==> src/rtl/pciecfg_engine.sv <==
// Config-space access engine: pops requests from a FWFT FIFO, drives the 7-series
// cfg_mgmt port (read / write / masked RMW with timeout), and pushes tagged, padded responses.
module pciecfg_engine #(
  parameter int DWADDR_W    = 10,
  parameter int DATA_W      = 32,
  parameter int TAG_W       = 8,
  parameter int TIMEOUT_CYC = 1024,
  parameter int PAD_BEATS   = 5,
  parameter int WR_ACK      = 1,
  localparam int BE_W  = DATA_W/8,
  localparam int REQ_W = 2+TAG_W+BE_W+DWADDR_W+DATA_W,
  localparam int RSP_W = 2+TAG_W+DWADDR_W+DATA_W
) (
  input  logic                clk,
  input  logic                rst_n,
  output logic                req_rd_en,
  input  logic                req_empty,
  input  logic [REQ_W-1:0]    req_dout,
  output logic                rsp_wr_en,
  input  logic                rsp_full,
  output logic [RSP_W-1:0]    rsp_din,
  output logic [DWADDR_W-1:0] cfg_mgmt_dwaddr,
  output logic                cfg_mgmt_rd_en,
  output logic                cfg_mgmt_wr_en,
  output logic [BE_W-1:0]     cfg_mgmt_byte_en,
  output logic [DATA_W-1:0]   cfg_mgmt_di,
  input  logic [DATA_W-1:0]   cfg_mgmt_do,
  input  logic                cfg_mgmt_rd_wr_done,
  output logic                busy
);
  localparam int TW = $clog2(TIMEOUT_CYC);
  localparam int PW = (PAD_BEATS > 1) ? $clog2(PAD_BEATS) : 1;
  localparam logic [1:0] OPC_RD = 2'b00, OPC_WR = 2'b01, OPC_RMW = 2'b10;
  localparam logic [1:0] ST_OK = 2'b00, ST_TO = 2'b01, ST_BAD = 2'b10;

  typedef struct packed {
    logic [1:0]          opc;
    logic [TAG_W-1:0]    tag;
    logic [BE_W-1:0]     be;
    logic [DWADDR_W-1:0] addr;
    logic [DATA_W-1:0]   data;
  } req_t;

  typedef enum logic [2:0] {
    S_IDLE, S_RD_ISSUE, S_MERGE, S_WR_ISSUE, S_RSP, S_PAD, S_PAD_SKIP
  } state_e;

  state_e              state_q, state_d;
  req_t                req_q, req_d, req_in;
  logic [1:0]          st_q, st_d;
  logic [DATA_W-1:0]   rdata_q, rdata_d;
  logic [TW-1:0]       tcnt_q, tcnt_d;
  logic [PW-1:0]       pcnt_q, pcnt_d;
  logic                req_rd_en_q, req_rd_en_d, rsp_wr_en_q, rsp_wr_en_d;
  logic [RSP_W-1:0]    rsp_din_q, rsp_din_d;
  logic [DWADDR_W-1:0] addr_q, addr_d;
  logic                rd_en_q, rd_en_d, wr_en_q, wr_en_d, busy_q, busy_d;
  logic [BE_W-1:0]     be_q, be_d;
  logic [DATA_W-1:0]   di_q, di_d, mask, merged;

  assign req_in = req_t'(req_dout);

  for (genvar g = 0; g < BE_W; g++) begin : g_mask
    assign mask[g*8 +: 8] = {8{req_q.be[g]}};
  end
  // rdata_q holds the value read back during the RMW read phase
  assign merged = (rdata_q & ~mask) | (req_q.data & mask);

  always_comb begin
    state_d     = state_q;
    req_d       = req_q;
    st_d        = st_q;
    rdata_d     = rdata_q;
    tcnt_d      = tcnt_q;
    pcnt_d      = pcnt_q;
    req_rd_en_d = 1'b0;
    rsp_wr_en_d = 1'b0;
    rsp_din_d   = '0;
    addr_d      = addr_q;
    rd_en_d     = rd_en_q;
    wr_en_d     = wr_en_q;
    be_d        = be_q;
    di_d        = di_q;
    case (state_q)
      S_IDLE: if (!req_empty) begin
        req_rd_en_d = 1'b1;
        req_d       = req_in;
        addr_d      = req_in.addr;
        st_d        = ST_OK;
        rdata_d     = '0;
        tcnt_d      = '0;
        pcnt_d      = '0;
        case (req_in.opc)
          OPC_RD, OPC_RMW: begin
            rd_en_d = 1'b1;
            state_d = S_RD_ISSUE;
          end
          OPC_WR: if (req_in.be == '0) begin
            rdata_d = req_in.data;
            state_d = (WR_ACK != 0) ? S_RSP : S_PAD_SKIP;
          end else begin
            wr_en_d = 1'b1;
            di_d    = req_in.data;
            be_d    = req_in.be;
            state_d = S_WR_ISSUE;
          end
          default: begin
            st_d    = ST_BAD;
            state_d = S_RSP;
          end
        endcase
      end
      S_RD_ISSUE: begin
        tcnt_d = tcnt_q + 1'b1;
        if (cfg_mgmt_rd_wr_done) begin
          rd_en_d = 1'b0;
          rdata_d = cfg_mgmt_do;
          state_d = (req_q.opc == OPC_RMW) ? S_MERGE : S_RSP;
        end else if (tcnt_q == TW'(TIMEOUT_CYC-1)) begin
          rd_en_d = 1'b0;
          st_d    = ST_TO;
          rdata_d = '0;
          state_d = S_RSP;
        end
      end
      S_MERGE: begin
        di_d    = merged;
        be_d    = '1;
        wr_en_d = 1'b1;
        tcnt_d  = '0;
        state_d = S_WR_ISSUE;
      end
      S_WR_ISSUE: begin
        tcnt_d = tcnt_q + 1'b1;
        if (cfg_mgmt_rd_wr_done) begin
          wr_en_d = 1'b0;
          rdata_d = di_q;
          state_d = (WR_ACK != 0) ? S_RSP : S_PAD_SKIP;
        end else if (tcnt_q == TW'(TIMEOUT_CYC-1)) begin
          wr_en_d = 1'b0;
          st_d    = ST_TO;
          rdata_d = '0;
          state_d = S_RSP;
        end
      end
      S_RSP: if (!rsp_full) begin
        rsp_wr_en_d = 1'b1;
        rsp_din_d   = {st_q, req_q.tag, req_q.addr, rdata_q};
        pcnt_d      = '0;
        state_d     = (PAD_BEATS == 0) ? S_IDLE : S_PAD;
      end
      S_PAD: if (!rsp_full) begin
        rsp_wr_en_d = 1'b1;
        pcnt_d      = pcnt_q + 1'b1;
        if (pcnt_q == PW'(PAD_BEATS-1)) state_d = S_IDLE;
      end
      S_PAD_SKIP: state_d = S_IDLE;
      default:    state_d = S_IDLE;
    endcase
    busy_d = (state_d != S_IDLE);
  end

  always_ff @(posedge clk) begin
    if (!rst_n) begin
      state_q     <= S_IDLE;
      req_q       <= '0;
      st_q        <= '0;
      rdata_q     <= '0;
      tcnt_q      <= '0;
      pcnt_q      <= '0;
      req_rd_en_q <= 1'b0;
      rsp_wr_en_q <= 1'b0;
      rsp_din_q   <= '0;
      addr_q      <= '0;
      rd_en_q     <= 1'b0;
      wr_en_q     <= 1'b0;
      be_q        <= '0;
      di_q        <= '0;
      busy_q      <= 1'b0;
    end else begin
      state_q     <= state_d;
      req_q       <= req_d;
      st_q        <= st_d;
      rdata_q     <= rdata_d;
      tcnt_q      <= tcnt_d;
      pcnt_q      <= pcnt_d;
      req_rd_en_q <= req_rd_en_d;
      rsp_wr_en_q <= rsp_wr_en_d;
      rsp_din_q   <= rsp_din_d;
      addr_q      <= addr_d;
      rd_en_q     <= rd_en_d;
      wr_en_q     <= wr_en_d;
      be_q        <= be_d;
      di_q        <= di_d;
      busy_q      <= busy_d;
    end
  end

  assign req_rd_en        = req_rd_en_q;
  assign rsp_wr_en        = rsp_wr_en_q;
  assign rsp_din          = rsp_din_q;
  assign cfg_mgmt_dwaddr  = addr_q;
  assign cfg_mgmt_rd_en   = rd_en_q;
  assign cfg_mgmt_wr_en   = wr_en_q;
  assign cfg_mgmt_byte_en = be_q;
  assign cfg_mgmt_di      = di_q;
  assign busy             = busy_q;
endmodule
==> config.mk <==
export PLATFORM = sky130hd
export DESIGN_NAME = pciecfg_engine
export DESIGN_NICKNAME = d
export VERILOG_FILES = /design/src/rtl/pciecfg_engine.sv
export SDC_FILE = /design/constraint.sdc
export NUM_CORES = 1
export LEC_CHECK = 0
export BUFFER_PORTS_ARGS = -buffer_cell sky130_fd_sc_hd__buf_2
export CORE_UTILIZATION = 35
export CTS_CLUSTER_SIZE = 10
export DETAILED_ROUTE_END_ITERATION = 7
export PLACE_DENSITY_LB_ADDON = 0.12
export SYNTH_ARGS = -nofsm -noshare
export SYNTH_HDL_FRONTEND = slang
export SYNTH_SLANG_ARGS = --single-unit
export TNS_END_PERCENT = 30
==> constraint.sdc <==
create_clock -name clk -period 3.4 [get_ports clk]
set_clock_uncertainty 0.1 [all_clocks]
set_input_delay 0.34 -clock clk [delete_from_list [all_inputs] [get_ports clk]]
set_output_delay 0.34 -clock clk [all_outputs]
set_load 0.005 [all_outputs]
==> results.toml <==
[run_status]
status = "completed"

[yosys]
synth.yosys.seq_area_share_pct = 46.7
yosysUniqueCellTypes = 55
syn_area_per_cell_sq_um = 8.99
ys.warnings.count = 0
synth_enable_flop_cells = 0
async_flop_share_pct = 0
syn_inst = 948
syn_area_sq_um = 8530
synth-main-ff-cell = "dfxtp_1"
synth_nets = 1044
ys_seq_elements = 199

[clock_network]
post_cts_resized = 0
cts_buffers = 17
cts_hold_buffers = 0
clkTransAtPathRegs_ns = 0.08
clk_latency_ns = 0.44
postCtsSetupRepairBufs = 0
cts_max_path_buffers = 2
htreeDepth = 4
cts_tree = "built"
cts-root-buf = "clkbuf_16"
cts_sinks = 199

[floorplanning]
pin_count = 196
die_width_microns = 158
initial_core_util_pct = 36.0
die_h_microns = 158
core_area_sq_um = 23700
fp.dieArea_sq_um = 25000
rows = 56

[place]
gp_congestion = 0.760
place_hpwl_mm = 15.3
placed_cell_area_sq_um = 9650
post-place-ws_ns = 0.776
numPortBuffers = 195

[setup_path]
cp_top_family = "simple AND/OR/NAND/NOR gates"
slowest_stage = "or4_2"
worstSetupPathDepth = 5
crit_type = "flop to flop"
arrival_ns = 2.70
path_buf_inv = 1
slowest_delay_ns = 0.97
crit_required_ns = 3.67
critPathLaunchType = "flop"
crit_chain = "or4_2 -> buf_4 -> nor2_1 -> o21ai_0 -> a21oi_1"
r2r_cells = 5
cp-end-kind = "flop"
crit_fanout = 42

[sta]
relSlewSlack_pct = 40.0
timing.final.crit_share_pct = 71.7
setup_tns_ns = 0
timing.fmax_ghz = 0.410
drv_slew = 0
setup_viol = 0
worst_slack_ns = 0.963
rsz0062_at_grt = "no"
fin_crit_ns = 2.44
timing.final.hold_violations = 0
worst_pin_slew_ns = 0.900

[grt]
antenna_found_initial = 0
grt.overflow.total = 0
grt_max_degree = 98
first_global_vias = 6594
grt_pass1_wl_mm = 36.3
grt_use_total_pct = 19.0

[power_and_ir_drop]
p_per_area_nw_per_um2 = 578
leakage_uw = 0.00412
pwr-share-clk_pct = 36.1
vdd_ir_drop_max_uv = 284
pwr-share-seq_pct = 45.0
internal_power_uw = 4130
power.share.switching_pct = 30.4
switchingPower_uw = 1800
p_comb_share_pct = 18.9

[layout]
fillers = 2433
post-route-cell-area_sq_um = 10300
layout.nets = 1192
final_common_cell = "dfxtp_1"
area_delta_synth_final_pct = 20.4
layout.cells.most_common_list = "dfxtp_1, buf_2, nand2_1, a21boi_0, mux2i_1"
drive_gt1_share_pct = 23.3

[drt]
route.met3.wl_mm = 1.16
num_vias = 7001
avgRoutedWirePerCell_microns = 16.3
viasPerCell = 4.90
final_antenna_net_count = 0
wl_met1_mm = 11.0
drtIter0Drc = 370
wirelength_mm = 23.2
highest_layer = "met4"
met2WireLength_mm = 10.9
drc = 0
first_pass_iters = 5

[hold_path]
hold_class = "input pin to flop"
min_path_cells = 3

[job]
maxCapViolations = 0
## final cells by class
cell class	instances	area (sq um)	share of cell area, %
sequential	199	3990	38.8
inverter	5	18.8	0.183
tap	319	399	3.89
multi-input combinational	661	4120	40.2
timing repair buffer	212	1120	10.9
antenna	1	2.50	0.0244
clock buffer	17	425	4.14
clock inverter	15	191	1.86
## cells by family after synthesis
kind of cell	share of synthesized area (%)
buffers and inverters	5.34
multiplexers	7.53
flip-flops	46.7
XOR/XNOR	1.03
AND/OR/NAND/NOR	20.4
AO/OA/AOI/OAI	18.6
adder cells (fa/ha/maj)	0.440
## worst paths after layout
kind / to / from / slack (ns)
setup reg to reg: cfg_mgmt_rd_en / state_q[0] / 0.96
hold / removal: cfg_mgmt_dwaddr[6] / req_dout[38] / 0.04
setup / recovery: cfg_mgmt_rd_en / state_q[0] / 0.96
hold reg to reg: rsp_din[42] / req_q[46] / 0.35
## through the flow
step,util [%],hold WS [ns],cells,power [uW]
final,43.3,0.0417,1429,5940
after CTS,43.3,0.0312,1428,6010
after global placement,40.7,0.338,1396,3860
after global routing,43.3,0.0349,1428,6240
after floorplan,-,0.330,948,3460
after detailed placement,40.7,0.339,1396,3870
## metal layers
layer  vias up  GRT usage [%]
li1       3549              -
met1      3260           25.3
met4         0           4.67
met3        14           3.64
met5         -              0
met2       178           31.3
## synthesized netlist by cell type (2+ instances only)
cell	instances	area share [%]
o21a_1	4	0.35
mux2i_1	63	7.4
xor2_1	7	0.72
o211a_1	2	0.23
a21boi_0	72	6.3
and2_1	56	4.1
or3_1	2	0.15
dfxtp_1	199	47
inv_1	5	0.22
nand2_1	193	8.5
buf_6	5	0.66
and4_1	2	0.21
o2bb2ai_1	8	0.82
nand4_1	2	0.15
nand2b_1	3	0.22
a21boi_1	17	1.5
nor3b_1	4	0.35
o211ai_1	32	2.8
nor2b_1	28	2.1
nor2_1	58	2.6
clkbuf_1	39	1.7
buf_2	22	1.3
a21oi_1	36	2.1
buf_4	16	1.4
nand3_1	5	0.29
o21ai_0	5	0.29
nor3_1	8	0.47
a222oi_1	24	2.8
xnor2_1	3	0.31
ha_1	3	0.44
## power by group through the flow
stage / clock network, uW / logic (uW) / registers, uW
final: 2140 / 1120 / 2670
after global routing: 2280 / 1260 / 2700
after floorplan: 0 / 791 / 2670
after detailed placement: 0 / 1140 / 2730
after CTS: 2190 / 1140 / 2670
after global placement: 0 / 1130 / 2730
## flip-flops by register name, indices dropped and copies added, names as in the netlist, 2 cells and up
signal and flops:
mask 4, tcnt_q 10, st_q 2, pcnt_q 3, cfg_mgmt_di 32, req_q 42
cfg_mgmt_byte_en 4, state_q 3, cfg_mgmt_dwaddr 10, rsp_din 52, rdata_q 32
## worst register-to-register path, stage by stage, from the launching register on
cell and delay, ns:
dfxtp_1 0.48, or4_2 0.97, buf_4 0.44, nor2_1 0.15, o21ai_0 0.08, a21oi_1 0.15
No activity file was read; power rests on OpenSTA's default activity.
